[src/rtl/display_bcd_if.sv]
// display_bcd_if: conversion request and 7-segment result bundle for display_bcd_driver
interface display_bcd_if #(
    parameter int WIDTH  = 32,
    parameter int DIGITS = 8
);
    logic                   start_i;
    logic [WIDTH-1:0]       value_i;
    logic                   signed_i;
    logic                   busy_o;
    logic                   done_o;
    logic                   overflow_o;
    logic [DIGITS-1:0][6:0] display_o;
    modport master (output start_i, value_i, signed_i, input busy_o, done_o, overflow_o, display_o);
    modport slave (input start_i, value_i, signed_i, output busy_o, done_o, overflow_o, display_o);
endinterface

[src/rtl/display_bcd_driver.sv]
// display_bcd_driver: serial double-dabble binary-to-BCD conversion driving 7-segment digits
module display_bcd_driver #(
    parameter int WIDTH       = 32,
    parameter int DIGITS      = 8,
    parameter int ACTIVE_LOW  = 1,
    parameter int BLANK_ZEROS = 1
) (
    input logic           clk_i,
    input logic           rst_i,
    display_bcd_if.slave  bus
);
    localparam int BCD = (WIDTH * 302) / 1000 + 1;
    localparam int CW = $clog2(WIDTH + 1);
    localparam logic [6:0] BLANK = ACTIVE_LOW != 0 ? 7'h7F : 7'h00;
    localparam logic [6:0] DASH = 7'h40;
    localparam logic [6:0] LET_E = 7'h79;
    typedef enum logic [1:0] {IDLE, CONVERT, FORMAT} state_t;
    state_t                 state_q;
    logic [WIDTH-1:0]       sh_q;
    logic [4*BCD-1:0]       bcd_q;
    logic [4*BCD-1:0]       adj_d;
    logic [CW-1:0]          cnt_q;
    logic                   neg_q;
    logic                   busy_q;
    logic                   done_q;
    logic                   ovf_q;
    logic                   ovf_d;
    logic [DIGITS-1:0][6:0] disp_q;
    logic [DIGITS-1:0][6:0] disp_d;
    logic [DIGITS-1:0][6:0] lit_d;
    logic                   neg_in;
    logic [WIDTH-1:0]       mag_in;
    int                     msd;
    function automatic logic [6:0] glyph(input logic [3:0] d);
        case (d)
            4'd0:    glyph = 7'h3F;
            4'd1:    glyph = 7'h06;
            4'd2:    glyph = 7'h5B;
            4'd3:    glyph = 7'h4F;
            4'd4:    glyph = 7'h66;
            4'd5:    glyph = 7'h6D;
            4'd6:    glyph = 7'h7D;
            4'd7:    glyph = 7'h07;
            4'd8:    glyph = 7'h7F;
            4'd9:    glyph = 7'h6F;
            default: glyph = 7'h00;
        endcase
    endfunction
    assign neg_in = bus.signed_i & bus.value_i[WIDTH-1];
    assign mag_in = neg_in ? -bus.value_i : bus.value_i;
    assign bus.busy_o = busy_q;
    assign bus.done_o = done_q;
    assign bus.overflow_o = ovf_q;
    assign bus.display_o = disp_q;
    // Add-3 correction applied to every BCD nibble before the shift.
    always_comb begin
        adj_d = bcd_q;
        for (int i = 0; i < BCD; i++)
            adj_d[4*i +: 4] = bcd_q[4*i +: 4] >= 4'd5 ? bcd_q[4*i +: 4] + 4'd3 : bcd_q[4*i +: 4];
    end
    // Turn the finished BCD value into glyphs: blanking, sign placement, overflow, polarity.
    always_comb begin
        msd = 0;
        ovf_d = 1'b0;
        lit_d = '0;
        for (int i = 0; i < DIGITS; i++)
            if (bcd_q[4*i +: 4] != 4'd0) msd = i;
        for (int i = 0; i < BCD; i++)
            if ((i >= DIGITS || (neg_q && i >= DIGITS - 1)) && bcd_q[4*i +: 4] != 4'd0) ovf_d = 1'b1;
        for (int i = 0; i < DIGITS; i++) begin
            lit_d[i] = ovf_d ? (i == 0 ? LET_E : 7'h00) :
                       BLANK_ZEROS == 0 ? (neg_q && i == DIGITS - 1 ? DASH : glyph(bcd_q[4*i +: 4])) :
                       i <= msd ? glyph(bcd_q[4*i +: 4]) :
                       (neg_q && i == msd + 1) ? DASH : 7'h00;
            disp_d[i] = ACTIVE_LOW != 0 ? ~lit_d[i] : lit_d[i];
        end
    end
    // Control FSM: capture on Start, shift one bit per clock, then latch the formatted result.
    always_ff @(posedge clk_i) begin
        if (rst_i) begin
            state_q <= IDLE;
            sh_q    <= '0;
            bcd_q   <= '0;
            cnt_q   <= '0;
            neg_q   <= 1'b0;
            busy_q  <= 1'b0;
            done_q  <= 1'b0;
            ovf_q   <= 1'b0;
            disp_q  <= {DIGITS{BLANK}};
        end else begin
            done_q <= 1'b0;
            case (state_q)
                IDLE: begin
                    if (bus.start_i) begin
                        neg_q   <= neg_in;
                        sh_q    <= mag_in;
                        bcd_q   <= '0;
                        cnt_q   <= CW'(WIDTH);
                        busy_q  <= 1'b1;
                        state_q <= CONVERT;
                    end
                end
                CONVERT: begin
                    {bcd_q, sh_q} <= {adj_d, sh_q} << 1;
                    cnt_q <= cnt_q - CW'(1);
                    if (cnt_q == CW'(1)) state_q <= FORMAT;
                end
                FORMAT: begin
                    disp_q  <= disp_d;
                    ovf_q   <= ovf_d;
                    done_q  <= 1'b1;
                    busy_q  <= 1'b0;
                    state_q <= IDLE;
                end
                default: state_q <= IDLE;
            endcase
        end
    end
endmodule

[src/flat_wrapper.sv]
// flat-port wrapper written by rule: the top's interface ports become plain ports
module display_bcd_driver_flat 
#(
    parameter int WIDTH       = 32,
    parameter int DIGITS      = 8,
    parameter int ACTIVE_LOW  = 1,
    parameter int BLANK_ZEROS = 1
)
  (clk_i, rst_i, bus_start_i, bus_value_i, bus_signed_i, bus_busy_o, bus_done_o, bus_overflow_o, bus_display_o);
  display_bcd_if #(.WIDTH(WIDTH), .DIGITS(DIGITS)) bus_i ();
  input logic clk_i;
  input logic rst_i;
  input wire logic [$bits(bus_i.start_i)-1:0] bus_start_i;
  input wire logic [$bits(bus_i.value_i)-1:0] bus_value_i;
  input wire logic [$bits(bus_i.signed_i)-1:0] bus_signed_i;
  output wire logic [$bits(bus_i.busy_o)-1:0] bus_busy_o;
  output wire logic [$bits(bus_i.done_o)-1:0] bus_done_o;
  output wire logic [$bits(bus_i.overflow_o)-1:0] bus_overflow_o;
  output wire logic [$bits(bus_i.display_o)-1:0] bus_display_o;
  assign bus_i.start_i = bus_start_i;
  assign bus_i.value_i = bus_value_i;
  assign bus_i.signed_i = bus_signed_i;
  assign bus_busy_o = bus_i.busy_o;
  assign bus_done_o = bus_i.done_o;
  assign bus_overflow_o = bus_i.overflow_o;
  assign bus_display_o = bus_i.display_o;
  display_bcd_driver #(.WIDTH(WIDTH), .DIGITS(DIGITS), .ACTIVE_LOW(ACTIVE_LOW), .BLANK_ZEROS(BLANK_ZEROS)) u_core (.clk_i(clk_i), .rst_i(rst_i), .bus(bus_i));
endmodule
[config.mk]
export PLATFORM = sky130hd
export DESIGN_NAME = display_bcd_driver_flat
export DESIGN_NICKNAME = d
export VERILOG_FILES = /design/src/rtl/display_bcd_if.sv /design/src/rtl/display_bcd_driver.sv /design/src/flat_wrapper.sv
export SDC_FILE = /design/constraint.sdc
export NUM_CORES = 1
export LEC_CHECK = 0
export CORE_UTILIZATION = 58
export CTS_CLUSTER_DIAMETER = 60
export CTS_CLUSTER_SIZE = 20
export DETAILED_ROUTE_END_ITERATION = 10
export GPL_ROUTABILITY_DRIVEN = 0
export MAX_ROUTING_LAYER = met4
export PLACE_DENSITY = 0.81
export REMOVE_ABC_BUFFERS = 1
export SKIP_LAST_GASP = 1
export SYNTH_ARGS = -nofsm -noshare
export SYNTH_HDL_FRONTEND = slang
export SYNTH_SLANG_ARGS = --single-unit
export TNS_END_PERCENT = 30
[constraint.sdc]
create_clock -name clk_i -period 2.9 [get_ports clk_i]
set_input_delay 0.29 -clock clk_i [delete_from_list [all_inputs] [get_ports clk_i]]
set_output_delay 0.29 -clock clk_i [all_outputs]
set_load 0.02 [all_outputs]
==> results of run 1 <==
-- power by group through the flow --
stage / Clock [uW] / Sequential [uW] / Combinational (uW)
2_1_floorplan: 0 / 2870 / 301
3_3_place_gp: 0 / 2870 / 567
3_5_place_dp: 0 / 2880 / 578
4_1_cts: 2560 / 2810 / 580
5_1_grt: 2680 / 2820 / 638
6_report: 2530 / 2820 / 582
-- worst reg2reg max path, cell delays in order, from the launching register on --
cell      delay [ns]
dfxtp_1         0.35
inv_1           0.11
ha_1            0.24
or3b_4          0.43
or4_1           0.52
ha_1            0.32
nand3_1         0.14
or3_1           0.34
a21oi_1         0.15
o211ai_1        0.09
-- logic make-up after synthesis --
| kind of cell | synth area share, % |
|---|---|
| XOR/XNOR | 3.97 |
| flip-flops | 40.4 |
| multiplexers | 1.37 |
| adder cells (fa/ha/maj) | 9.79 |
| AO/OA/AOI/OAI | 22.4 |
| buffers and inverters | 4.84 |
| AND/OR/NAND/NOR | 17.2 |
-- synth_stat cells, types with 10 or more instances --
master    instances  share of area, %
o21ai_0          72               3.7
nor2_1          116               4.5
ha_1             76               9.8
a32oi_1          10              0.90
nand2b_1         20               1.3
nor3_1           21               1.1
clkbuf_1         37               1.4
and3_1           17               1.1
xor2_1           19               1.7
nand3_1          26               1.3
a22oi_1          29               2.2
nor4_1           10              0.64
mux2i_1          11               1.1
o22ai_1          18               1.2
xnor2_1          25               2.3
a21oi_1         118               6.1
nand2_1          75               2.9
o31ai_1          17               1.3
dfxtp_1         196                40
inv_1            58               2.2
-- cell type report --
cell class / instances / area (sq um)
Sequential cell: 196 / 3920
Multi-Input combinational cell: 824 / 5330
Timing Repair Buffer: 145 / 1370
Clock buffer: 19 / 443
Fill cell: 1270 / 4350
Inverter: 64 / 240
Tap cell: 216 / 270
Clock inverter: 13 / 193
-- layout by cell type, fill, tap and decap left out, types with 21 or more instances in the layout --
master and count:
a21oi_1 118, dfxtp_1 196, xnor2_1 25, nor3_1 21, nor2_1 114, nand2_1 75
clkdlybuf4s50_1 93, inv_1 58, nand3_1 26, o21ai_0 70, ha_1 76, buf_4 47
a22oi_1 29
-- metrics by stage --
stage	util [%]	instances	setup WS [ns]	hold slack [ns]	power, uW
after floorplan	-	1084	-0.841	0.359	3170
after global placement	69.1	1445	0.227	0.385	3440
after detailed placement	69.1	1445	0.158	0.389	3450
after CTS	73.0	1477	0.131	0.359	5950
after global routing	73.0	1477	-0.0630	0.385	6140
final	73.0	1477	0.0950	0.379	5930
-- layer usage --
| layer | routed length [um] | vias up | GRT usage (%) |
|---|---|---|---|
| li1 | - | 4276 | - |
| met4 | 482 | 0 | 10.3 |
| met3 | 1060 | 37 | 3.28 |
| met2 | 11500 | 272 | 48.9 |
| met1 | 10000 | 4089 | 33.4 |
| met5 | 0 | - | - |
-- worst max path at each step --
stage	startpoint	endpoint	slack [ns]	depth (start not counted)
after detailed placement	u_core.bcd_q[28]	u_core.bus.display_o[41]	0.16	9
after CTS	u_core.bcd_q[28]	u_core.bus.display_o[41]	0.13	9
final	u_core.bcd_q[20]	u_core.bus.display_o[41]	0.1	9
after global placement	u_core.bcd_q[28]	u_core.bus.display_o[41]	0.23	9
after global routing	u_core.bcd_q[8]	u_core.bus.display_o[27]	-0.06	11
after floorplan	u_core.state_q[0]	flop	-0.84	8
-- what timing repair did --
action,CTS,global route
hold buffers,0,0
setup endpoints to repair,0,6
gates resized for setup,0,2
hold endpoints to repair,0,0
buffers inserted,0,0
==> qor.json, run 1 <==
{
  "synth.lib_cells_used.distinct": 69,
  "floorplan.initialDensity_pct": 60.3,
  "areaGrowthSynthToFinish_pct": 21.1,
  "floorplan.die_area_sq_mm": 0.0173,
  "first_pass_drt_iterations": 6,
  "timing.setup.tns_ns": 0,
  "worst_ir_drop_vdd_mv": 0.422,
  "number_of_placement_rows": 46,
  "first_global_vias": 8109,
  "final.period_utilization_pct": 96.7,
  "track_usage_pct": 28.1,
  "power.share.sequential_pct": 47.5,
  "rsz_0062_raised_after_global_routing": "true",
  "postRouteAntennaNets": 0,
  "ff2ff_setup_slack_ns": 0.1,
  "pwr-share-comb_pct": 9.8,
  "io_buffers": 94,
  "r2r_end": "u_core.bus.display_o[41]",
  "final_design_area_no_fill_sq_mm": 0.0118,
  "vias_per_cell": 5.87,
  "critical_path.max_stage_delay_ns": 0.52,
  "worst-slew-pin-transition_ns": 0.685,
  "synth-edff-count": 0,
  "ys_warn_count": 0,
  "crit_path_cell_trace": "inv_1 > ha_1 > or3b_4 > or4_1 > ha_1 > nand3_1 > or3_1 > a21oi_1 > o211ai_1",
  "num_io_pins": 95,
  "period_minus_slack_ns": 2.80,
  "powerDensity_mw_per_mm2": 504,
  "relSlewSlack_pct": 53.9,
  "die_width_um": 131,
  "synth_async_sr_flop_share_pct": 0,
  "rr_startpoint": "u_core.bcd_q[20]",
  "fp.dieH_um": 131,
  "placedInstanceArea_sq_mm": 0.0111,
  "clk-insertion-delay-late_ns": 0.44,
  "ys_ff_latch": 196,
  "totalWireLength_um": 23100,
  "grt_remaining_overflow": 0,
  "cts_made_buffers": 17,
  "p_sw_uw": 1440,
  "timing.final.hold_violations": 0,
  "hold_path_end": "u_core.sh_q[11]",
  "status": "completed",
  "floorplan.core_area_sq_mm": 0.0161,
  "route.vias.total": 8674,
  "min_delay_path_depth": 3,
  "number_of_clock_sinks": 196,
  "depth_of_the_most_critical_reg_to_reg_path": 9,
  "grt_start_max_net_pins": 55,
  "worst_setup_path_end_kind": "flop",
  "share_clk_of_total_power_pct": 42.7,
  "layout-drive-gt1-share_pct": 8.01,
  "buffer_type_at_the_clock_tree_root": "clkbuf_16",
  "cellInternalPower_uw": 4490,
  "first_pass_grt_wire_length_um": 38700,
  "grt_antenna_before_repair": 0,
  "ys_dominant_reg_cell": "dfxtp_1",
  "detail_route.iter0.violations": 591,
  "drv_slew": 0,
  "worst-setup-path-type": "flop to flop",
  "p_leak_uw": 0.00469,
  "htree_levels": 4,
  "postSynthAreaPerCell_sq_um": 8.53,
  "postSynthCellCount": 1138,
  "antennaDiodeCount": 0,
  "hold_class": "input port to flop",
  "clk_transition_reported_paths_ns": 0.07,
  "critical_path.max_fanout": 5,
  "wl_per_cell_um": 15.6,
  "num-nets-final": 1360,
  "maxClockFrequency_mhz": 357,
  "worst_clock_skew_ns": 0.0114,
  "critical-path-top-cell-by-count": "ha_1",
  "cp.buffers_inverters": 1,
  "worst_hold_startpoint": "rst_i",
  "power.switching_fraction_pct": 24.3,
  "synth_area_sq_mm": 0.00971,
  "crit_family": "simple AND/OR/NAND/NOR gates",
  "critical-path-slowest-cell": "or4_1",
  "wp_data_required_ns": 3.21,
  "ys_seq_area_share_pct": 40.4,
  "buffer_levels_on_the_longest_clock_path": 2,
  "critical_path.startpoint_type": "flop",
  "critPathArrivalTime_ns": 3.11,
  "report.final.setup_viol": 0,
  "cts_tree": "done",
  "drc": 0,
  "hpwl_um": 16300,
  "cap_violations": 0
}
No activity file was read; power rests on OpenSTA's default activity.
==> run 2, diff against run 1 <==
--- a/config.mk
+++ b/config.mk
@@ -5,13 +5,16 @@
 export SDC_FILE = /design/constraint.sdc
 export NUM_CORES = 1
 export LEC_CHECK = 0
-export CORE_UTILIZATION = 58
+export CELL_PAD_IN_SITES_DETAIL_PLACEMENT = 1
+export CELL_PAD_IN_SITES_GLOBAL_PLACEMENT = 1
+export CORE_UTILIZATION = 44
 export CTS_CLUSTER_DIAMETER = 60
 export CTS_CLUSTER_SIZE = 20
 export DETAILED_ROUTE_END_ITERATION = 10
 export GPL_ROUTABILITY_DRIVEN = 0
 export MAX_ROUTING_LAYER = met4
-export PLACE_DENSITY = 0.81
+export PLACE_DENSITY_LB_ADDON = 0.1
+export RECOVER_POWER = 50
 export REMOVE_ABC_BUFFERS = 1
 export SKIP_LAST_GASP = 1
 export SYNTH_ARGS = -nofsm -noshare
==> run 2 against run 1 <==
Net effect:
- total power fell by 2.5%
- clock skew barely moved
- worst hold slack got worse by 0.018 ns
- global-route usage fell by 2.5 points
- final area rose by 1.0%
- clock-buffer cell count fell by 1
- core utilization fell by 17 points
- combinational power rose by 4.5%
- non-clock buffer count rose by 16
- routed wire length rose by 18%
- clock power fell by 7%
- largest cell class unchanged
==> qor.json, run 2 (synthesis gave the netlist of run 1 again) <==
{
  "dpl.cell_count": {"value": 1520, "change": "+5.2%"},
  "buffer_type_at_the_clock_tree_root": "clkbuf_16",
  "r2r_end": "u_core.bus.display_o[41]",
  "wl_per_cell": {"value": 17.6, "unit": "um", "change": "+12%"},
  "number_of_placement_rows": {"value": 53, "change": "+15%"},
  "rr_startpoint": "u_core.bcd_q[28]",
  "clk-insertion-delay-late": {"value": 0.44, "unit": "ns", "change": "about the same"},
  "critical_path.max_fanout": {"value": 6, "change": "+1"},
  "critical_path.startpoint_type": "flop",
  "status": "completed",
  "most_frequent_standard_cell_in_the_layout_excluding_fill_and_tap_cells": "dfxtp_1",
  "route.vias.total": {"value": 8774, "change": "+1.2%"},
  "worst_setup_path_end_kind": "flop",
  "finalPower": {"value": 5790, "unit": "uW", "change": "-2.5%"},
  "report.final.setup_viol": {"value": 0, "change": "unchanged"},
  "timing.critical_path.from": "u_core.bcd_q[28]",
  "maxClockFrequency": {"value": 356, "unit": "MHz", "change": "-0.18%"},
  "first_pass_drt_iterations": {"value": 6, "change": "unchanged"},
  "ctsHoldBuffers": {"value": 0, "change": "unchanged"},
  "area.sequential": {"value": 0.00392, "unit": "sq mm", "change": "unchanged"},
  "final_design_area_no_fill": {"value": 0.0119, "unit": "sq mm", "change": "+1.0%"},
  "final.period_utilization": {"value": 96.9, "unit": "%", "change": "+0.18 points"},
  "track_usage": {"value": 25.6, "unit": "%", "change": "-2.5 points"},
  "post_cts_resize_count": {"value": 0, "change": "unchanged"},
  "hold_class": "input port to flop",
  "layout.cells.most_common_list": "196 x dfxtp_1, 117 x a21oi_1, 114 x nor2_1",
  "placedInstanceArea": {"value": 0.0113, "unit": "sq mm", "change": "+1.7%"},
  "die_width": {"value": 151, "unit": "um", "change": "+15%"},
  "grt_start_max_net_pins": {"value": 61, "change": "+11%"},
  "critPathArrivalTime": {"value": 3.12, "unit": "ns", "change": "about the same"},
  "cap_violations": {"value": 0, "change": "unchanged"},
  "worst-slew-pin-transition": {"value": 0.961, "unit": "ns", "change": "+0.276 ns"},
  "first_pass_grt_wire_length": {"value": 44500, "unit": "um", "change": "+15%"},
  "powerDensity": {"value": 487, "unit": "mW/mm^2", "change": "-3.4%"},
  "areaGrowthSynthToFinish_pct": 22.4,
  "drc": {"value": 0, "change": "unchanged"},
  "timing.final.hold_violations": {"value": 0, "change": "unchanged"},
  "totalWireLength": {"value": 27300, "unit": "um", "change": "+18%"},
  "depth_of_the_most_critical_reg_to_reg_path": {"value": 9, "change": "unchanged"},
  "worst-setup-path-type": "flop to flop",
  "crit_path_cell_trace": "inv_1 > ha_4 > or3b_1 > or4_1 > ha_1 > nand3_1 > or3_1 > a21oi_1 > o211ai_1",
  "p_leak": {"value": 0.00454, "unit": "uW", "change": "-3.1%"},
  "grt_remaining_overflow": {"value": 0, "change": "unchanged"},
  "layoutNonFillerInstCount": {"value": 1552, "change": "+5.1%"},
  "detail_route.iter0.violations": {"value": 368, "change": "-38%"},
  "hpwl": {"value": 19700, "unit": "um", "change": "+21%"},
  "buffer_levels_on_the_longest_clock_path": {"value": 2, "change": "unchanged"},
  "period_minus_slack": {"value": 2.81, "unit": "ns", "change": "+0.00510 ns"},
  "cts_setup_buffers": {"value": 0, "change": "unchanged"},
  "io_buffers": {"value": 94, "change": "unchanged"},
  "fp.dieH": {"value": 151, "unit": "um", "change": "+15%"},
  "floorplan.initialDensity": {"value": 45.5, "unit": "%", "change": "-15 points"},
  "layout-drive-gt1-share": {"value": 8.77, "unit": "%", "change": "+0.76 points"},
  "ff2ff_setup_slack": {"value": 0.09, "unit": "ns", "change": "about the same"},
  "clk_transition_reported_paths": {"value": 0.07, "unit": "ns", "change": "about the same"},
  "htree_levels": {"value": 4, "change": "unchanged"},
  "critical_path.max_stage_delay": {"value": 0.56, "unit": "ns", "change": "+0.04 ns"},
  "floorplan.core_area": {"value": 0.0214, "unit": "sq mm", "change": "+32%"},
  "cts_tree": "done",
  "first_global_vias": {"value": 8861, "change": "+9.3%"},
  "vias_per_cell": {"value": 5.65, "change": "-3.7%"},
  "critical-path-slowest-cell": "or4_1",
  "relSlewSlack": {"value": 35.9, "unit": "%", "change": "-18 points"},
  "num-nets-final": {"value": 1376, "change": "+1.2%"},
  "antennaDiodeCount": {"value": 0, "change": "unchanged"},
  "num_io_pins": {"value": 95, "change": "unchanged"},
  "fillCellCount": {"value": 2553, "change": "+100%"},
  "drv_slew": {"value": 0, "change": "unchanged"},
  "grt_antenna_before_repair": {"value": 0, "change": "unchanged"},
  "floorplan.die_area": {"value": 0.0227, "unit": "sq mm", "change": "+31%"},
  "wp_data_required": {"value": 3.21, "unit": "ns", "change": "about the same"},
  "timing.critical_path.to": "u_core.bus.display_o[41]",
  "worst_ir_drop_vdd": {"value": 0.311, "unit": "mV", "change": "-26%"},
  "cts_made_buffers": {"value": 17, "change": "unchanged"},
  "multiInputGateArea": {"value": 0.00535, "unit": "sq mm", "change": "+0.52%"},
  "number_of_clock_sinks": {"value": 196, "change": "unchanged"},
  "postRouteAntennaNets": {"value": 0, "change": "unchanged"},
  "worst_clock_skew": {"value": 0.0110, "unit": "ns", "change": "-0.000449 ns"}
}
[run 2: area by class of cell]
cell class	instances	area share, %
Clock inverter	14	1.21
Timing Repair Buffer	161	12.1
Multi-Input combinational cell	824	45.1
Inverter	64	2.02
Clock buffer	18	3.70
Tap cell	275	2.90
Sequential cell	196	33.0
[run 2: metal layers]
layer	GRT usage [%]	routed length (um)	up-vias	share of wire [%]
met1	31.1	12700	4288	47
met4	7.93	473	0	1.7
met3	3.45	756	38	2.8
li1	-	-	4308	-
met2	43.8	13400	140	49
met5	-	0	-	0
[run 2: through the flow]
| stage | setup TNS, ns | utilization, % | setup slack [ns] | hold WS (ns) |
|---|---|---|---|---|
| floorplan | -16.82 | - | -0.841 | 0.359 |
| global placement | 0 | 53.0 | 0.188 | 0.384 |
| detailed placement | 0 | 53.0 | 0.120 | 0.393 |
| CTS | 0 | 55.7 | 0.0929 | 0.358 |
| global route | -0.0201 | 55.7 | -0.0201 | 0.368 |
| finish | 0 | 55.7 | 0.0899 | 0.361 |
[run 2: power breakdown]
group,leakage (uW),total (uW),internal [uW],switching (uW)
clock network,0.000285,2360,1240,1120
registers,0.00159,2820,2770,53.9
logic,0.00267,608,234,373
[run 2: worst min-delay path by stage]
stage,slack (ns),cells after the start,end,start
finish,0.36,3,u_core.sh_q[5],rst_i
global route,0.37,3,u_core.bcd_q[1],rst_i
CTS,0.36,3,u_core.bcd_q[1],rst_i
detailed placement,0.39,1,u_core.bus.display_o[54],flop
global placement,0.38,1,u_core.bus.display_o[17],flop
floorplan,0.36,1,u_core.cnt_q[2],rst_i
[run 2: critical path, delay by kind of cell, from the launching register on]
| kind | cells | cell delay, ns |
|---|---|---|
| buf+inv | 1 | 0.14 |
| fa+ha+maj | 2 | 0.49 |
| simple gates | 4 | 1.43 |
| flops | 1 | 0.38 |
| compound gates | 2 | 0.24 |
==> run 3, diff against run 2 <==
--- a/config.mk
+++ b/config.mk
@@ -7,6 +7,7 @@
 export LEC_CHECK = 0
 export CELL_PAD_IN_SITES_DETAIL_PLACEMENT = 1
 export CELL_PAD_IN_SITES_GLOBAL_PLACEMENT = 1
+export CORE_MARGIN = 5
 export CORE_UTILIZATION = 44
 export CTS_CLUSTER_DIAMETER = 60
 export CTS_CLUSTER_SIZE = 20
@@ -14,7 +15,6 @@
 export GPL_ROUTABILITY_DRIVEN = 0
 export MAX_ROUTING_LAYER = met4
 export PLACE_DENSITY_LB_ADDON = 0.1
-export RECOVER_POWER = 50
 export REMOVE_ABC_BUFFERS = 1
 export SKIP_LAST_GASP = 1
 export SYNTH_ARGS = -nofsm -noshare
==> run 3 against run 2 <==
Net effect:
- sequential cell count stayed put
- combinational power increased by 3.8%
- setup slack gained 0.019 ns
- maximum frequency increased by 0.68%
- critical path depth stayed put
- via count is 0.15% higher
- register-to-register slack better by 0.02 ns
- total power is essentially flat
- final area grew 0.85%
- clock skew up 0.0012 ns
- critical path type unchanged
==> qor.json, run 3 (synthesis gave the netlist of run 1 again) <==
{
  "status": "completed",
  "r2r_end": "u_core.bus.display_o[34]",
  "finalPower": {"value": 5780, "unit": "uW", "change": "about the same"},
  "layout.cells.most_common_list": "195 x dfxtp_1, 118 x a21oi_1, 114 x nor2_1",
  "depth_of_the_most_critical_reg_to_reg_path": {"value": 9, "change": "unchanged"},
  "totalWireLength": {"value": 28100, "unit": "um", "change": "+2.9%"},
  "rsz_0062_raised_after_global_routing": "false",
  "worst-setup-path-type": "flop to flop",
  "buffer_levels_on_the_longest_clock_path": {"value": 2, "change": "unchanged"},
  "clk-insertion-delay-late": {"value": 0.44, "unit": "ns", "change": "about the same"},
  "htree_levels": {"value": 4, "change": "unchanged"},
  "io_buffers": {"value": 94, "change": "unchanged"},
  "detailedPlace.worstSlack": {"value": 0.0585, "unit": "ns", "change": "-0.0619 ns"},
  "clk_transition_reported_paths": {"value": 0.08, "unit": "ns", "change": "about the same"},
  "p_leak": {"value": 0.00479, "unit": "uW", "change": "+5.4%"},
  "first_pass_drt_iterations": {"value": 5, "change": "-1"},
  "wl_per_cell": {"value": 17.9, "unit": "um", "change": "+1.9%"},
  "dpl.cell_count": {"value": 1535, "change": "+0.99%"},
  "route.vias.total": {"value": 8787, "change": "+0.15%"},
  "critPathArrivalTime": {"value": 3.10, "unit": "ns", "change": "-0.02 ns"},
  "floorplan.initialDensity": {"value": 44.6, "unit": "%", "change": "-0.84 points"},
  "cts_tree": "done",
  "critical_path.max_fanout": {"value": 6, "change": "unchanged"},
  "number_of_placement_rows": {"value": 54, "change": "+1.9%"},
  "grt_start_max_net_pins": {"value": 81, "change": "+33%"},
  "critical_path.max_stage_delay": {"value": 0.57, "unit": "ns", "change": "about the same"},
  "critical-path-top-cell-by-count": "nand3_1",
  "min_delay_path_depth": {"value": 1, "change": "-2"},
  "cts_setup_buffers": {"value": 0, "change": "unchanged"},
  "crit_path_cell_trace": "inv_1 > ha_2 > or3b_1 > or4_1 > ha_1 > nand3_1 > buf_4 > o31ai_1 > nand3_1",
  "num_io_pins": {"value": 95, "change": "unchanged"},
  "wp_data_required": {"value": 3.21, "unit": "ns", "change": "about the same"},
  "first_pass_grt_wire_length": {"value": 47300, "unit": "um", "change": "+6.3%"},
  "vias_per_cell": {"value": 5.61, "change": "-0.81%"},
  "most_frequent_standard_cell_in_the_layout_excluding_fill_and_tap_cells": "dfxtp_1",
  "antennaDiodeCount": {"value": 0, "change": "unchanged"},
  "worst_clock_skew": {"value": 0.0122, "unit": "ns", "change": "+0.00125 ns"},
  "powerDensity": {"value": 482, "unit": "mW/mm^2", "change": "-0.94%"},
  "ff2ff_setup_slack": {"value": 0.11, "unit": "ns", "change": "+0.02 ns"},
  "period_minus_slack": {"value": 2.79, "unit": "ns", "change": "-0.0189 ns"},
  "die_width": {"value": 159, "unit": "um", "change": "+5.3%"},
  "maxClockFrequency": {"value": 358, "unit": "MHz", "change": "+0.68%"},
  "postRouteAntennaNets": {"value": 0, "change": "unchanged"},
  "drv_slew": {"value": 0, "change": "unchanged"},
  "pwr-share-comb": {"value": 10.9, "unit": "%", "change": "+0.4 points"},
  "worst-slew-pin-transition": {"value": 0.760, "unit": "ns", "change": "-0.201 ns"},
  "power.switching_fraction": {"value": 27.6, "unit": "%", "change": "+0.79 points"},
  "drc": {"value": 0, "change": "unchanged"},
  "buffer_type_at_the_clock_tree_root": "clkbuf_16",
  "hpwl": {"value": 20600, "unit": "um", "change": "+4.3%"},
  "floorplan.die_area": {"value": 0.0251, "unit": "sq mm", "change": "+11%"},
  "cp.buffers_inverters": {"value": 2, "change": "+1"},
  "final.period_utilization": {"value": 96.2, "unit": "%", "change": "-0.65 points"},
  "hold_class": "flop to flop",
  "share_clk_of_total_power": {"value": 40.4, "unit": "%", "change": "-0.4 points"},
  "first_global_vias": {"value": 9391, "change": "+6.0%"},
  "number_of_clock_sinks": {"value": 196, "change": "unchanged"},
  "crit_family": "simple AND/OR/NAND/NOR gates",
  "detail_route.iter0.violations": {"value": 362, "change": "-1.6%"},
  "relSlewSlack": {"value": 48.9, "unit": "%", "change": "+13 points"},
  "grt_antenna_before_repair": {"value": 0, "change": "unchanged"},
  "layout-drive-gt1-share": {"value": 10.3, "unit": "%", "change": "+1.5 points"},
  "fp.dieH": {"value": 159, "unit": "um", "change": "+5.3%"},
  "floorplan.core_area": {"value": 0.0218, "unit": "sq mm", "change": "+1.9%"},
  "timing.final.hold_violations": {"value": 0, "change": "unchanged"},
  "areaGrowthSynthToFinish_pct": 23.4,
  "hold_path_end": "u_core.bus.display_o[31]",
  "critical-path-slowest-cell": "or4_1",
  "grt_remaining_overflow": {"value": 0, "change": "unchanged"},
  "worst_setup_path_end_kind": "flop",
  "cellInternalPower": {"value": 4190, "unit": "uW", "change": "-1.2%"},
  "rr_startpoint": "u_core.bcd_q[28]",
  "cap_violations": {"value": 0, "change": "unchanged"},
  "critical_path.startpoint_type": "flop",
  "cts_made_buffers": {"value": 17, "change": "unchanged"},
  "worst_ir_drop_vdd": {"value": 0.323, "unit": "mV", "change": "+3.9%"},
  "num-nets-final": {"value": 1386, "change": "+0.73%"},
  "track_usage": {"value": 23.8, "unit": "%", "change": "-1.8 points"},
  "report.final.setup_viol": {"value": 0, "change": "unchanged"},
  "fin_ws": {"value": 0.109, "unit": "ns", "change": "+0.0189 ns"},
  "layoutNonFillerInstCount": {"value": 1567, "change": "+0.97%"},
  "power.share.sequential": {"value": 48.7, "unit": "%", "change": "about the same"},
  "p_sw": {"value": 1590, "unit": "uW", "change": "+2.9%"}
}
==> run 3: cell types whose count changed in the layout (fill, tap and decap cells not counted), moves of 2 or more <==
| cell | previous run | this run |
|---|---|---|
| clkbuf_1 | 10 | 0 |
| clkdlybuf4s50_1 | 33 | 93 |
| buf_4 | 54 | 75 |
| clkinv_8 | 0 | 2 |
| dlygate4sd3_1 | 60 | 0 |
==> run 3: per-layer routing <==
| layer | vias up | part of all wire, % | GRT usage (%) | wire (um) |
|---|---|---|---|---|
| met3 | 34 | 2.6 | 3.23 | 721 |
| li1 | 4317 | - | - | - |
| met5 | - | 0 | - | 0 |
| met1 | 4298 | 45 | 28.6 | 12700 |
| met2 | 138 | 51 | 42.0 | 14200 |
| met4 | 0 | 1.6 | 6.38 | 446 |
==> run 3: layout make-up <==
cell class | count | area, sq um
tap | 280 | 350
timing repair buffer | 171 | 1540
fill | 2618 | 9770
clock buffer | 18 | 439
multi-input combinational | 824 | 5350
sequential | 196 | 3930
clock inverter | 14 | 143
inverter | 64 | 240
==> run 3: per-stage QoR <==
stage	setup TNS (ns)	cell area [sq um]	util (%)	hold slack, ns
finish	0	12000	55.1	0.399
global route	0	12000	55.1	0.406
CTS	0	12000	55.0	0.401
detailed placement	0	11400	52.3	0.391
global placement	0	11400	52.3	0.384
floorplan	-16.82	9480	-	0.359
==> run 3: worst max-delay path by stage <==
stage	from	to	slack [ns]	depth (start not counted)
floorplan	u_core.state_q[0]	flop	-0.84	8
global placement	bus_start_i	flop	0.14	9
detailed placement	u_core.bcd_q[8]	u_core.bus.display_o[34]	0.06	13
CTS	u_core.bcd_q[8]	u_core.bus.display_o[34]	0.05	13
global route	u_core.bcd_q[28]	u_core.bus.display_o[41]	0.02	9
finish	u_core.bcd_q[28]	u_core.bus.display_o[34]	0.11	9
==> run 3: worst reg2reg max path, cell delays in order, from the launching register on <==
cell	delay, ns
dfxtp_1	0.38
inv_1	0.09
ha_2	0.20
or3b_1	0.38
or4_1	0.57
ha_1	0.32
nand3_1	0.11
buf_4	0.17
o31ai_1	0.33
nand3_1	0.12
==> run 3: repair_timing <==
item / 4_1_cts / 5_1_grt
setup endpoints to repair: 0 / 6
gates resized for setup: 0 / 5
hold buffers: 0 / 0
==> run 3: power groups by stage <==
stage               Sequential [uW]  Combinational (uW)  Clock, uW
floorplan                      2870                 301          0
global placement               2870                 614          0
detailed placement             2880                 629          0
CTS                            2810                 637       2390
global route                   2820                 694       2500
finish                         2810                 631       2340
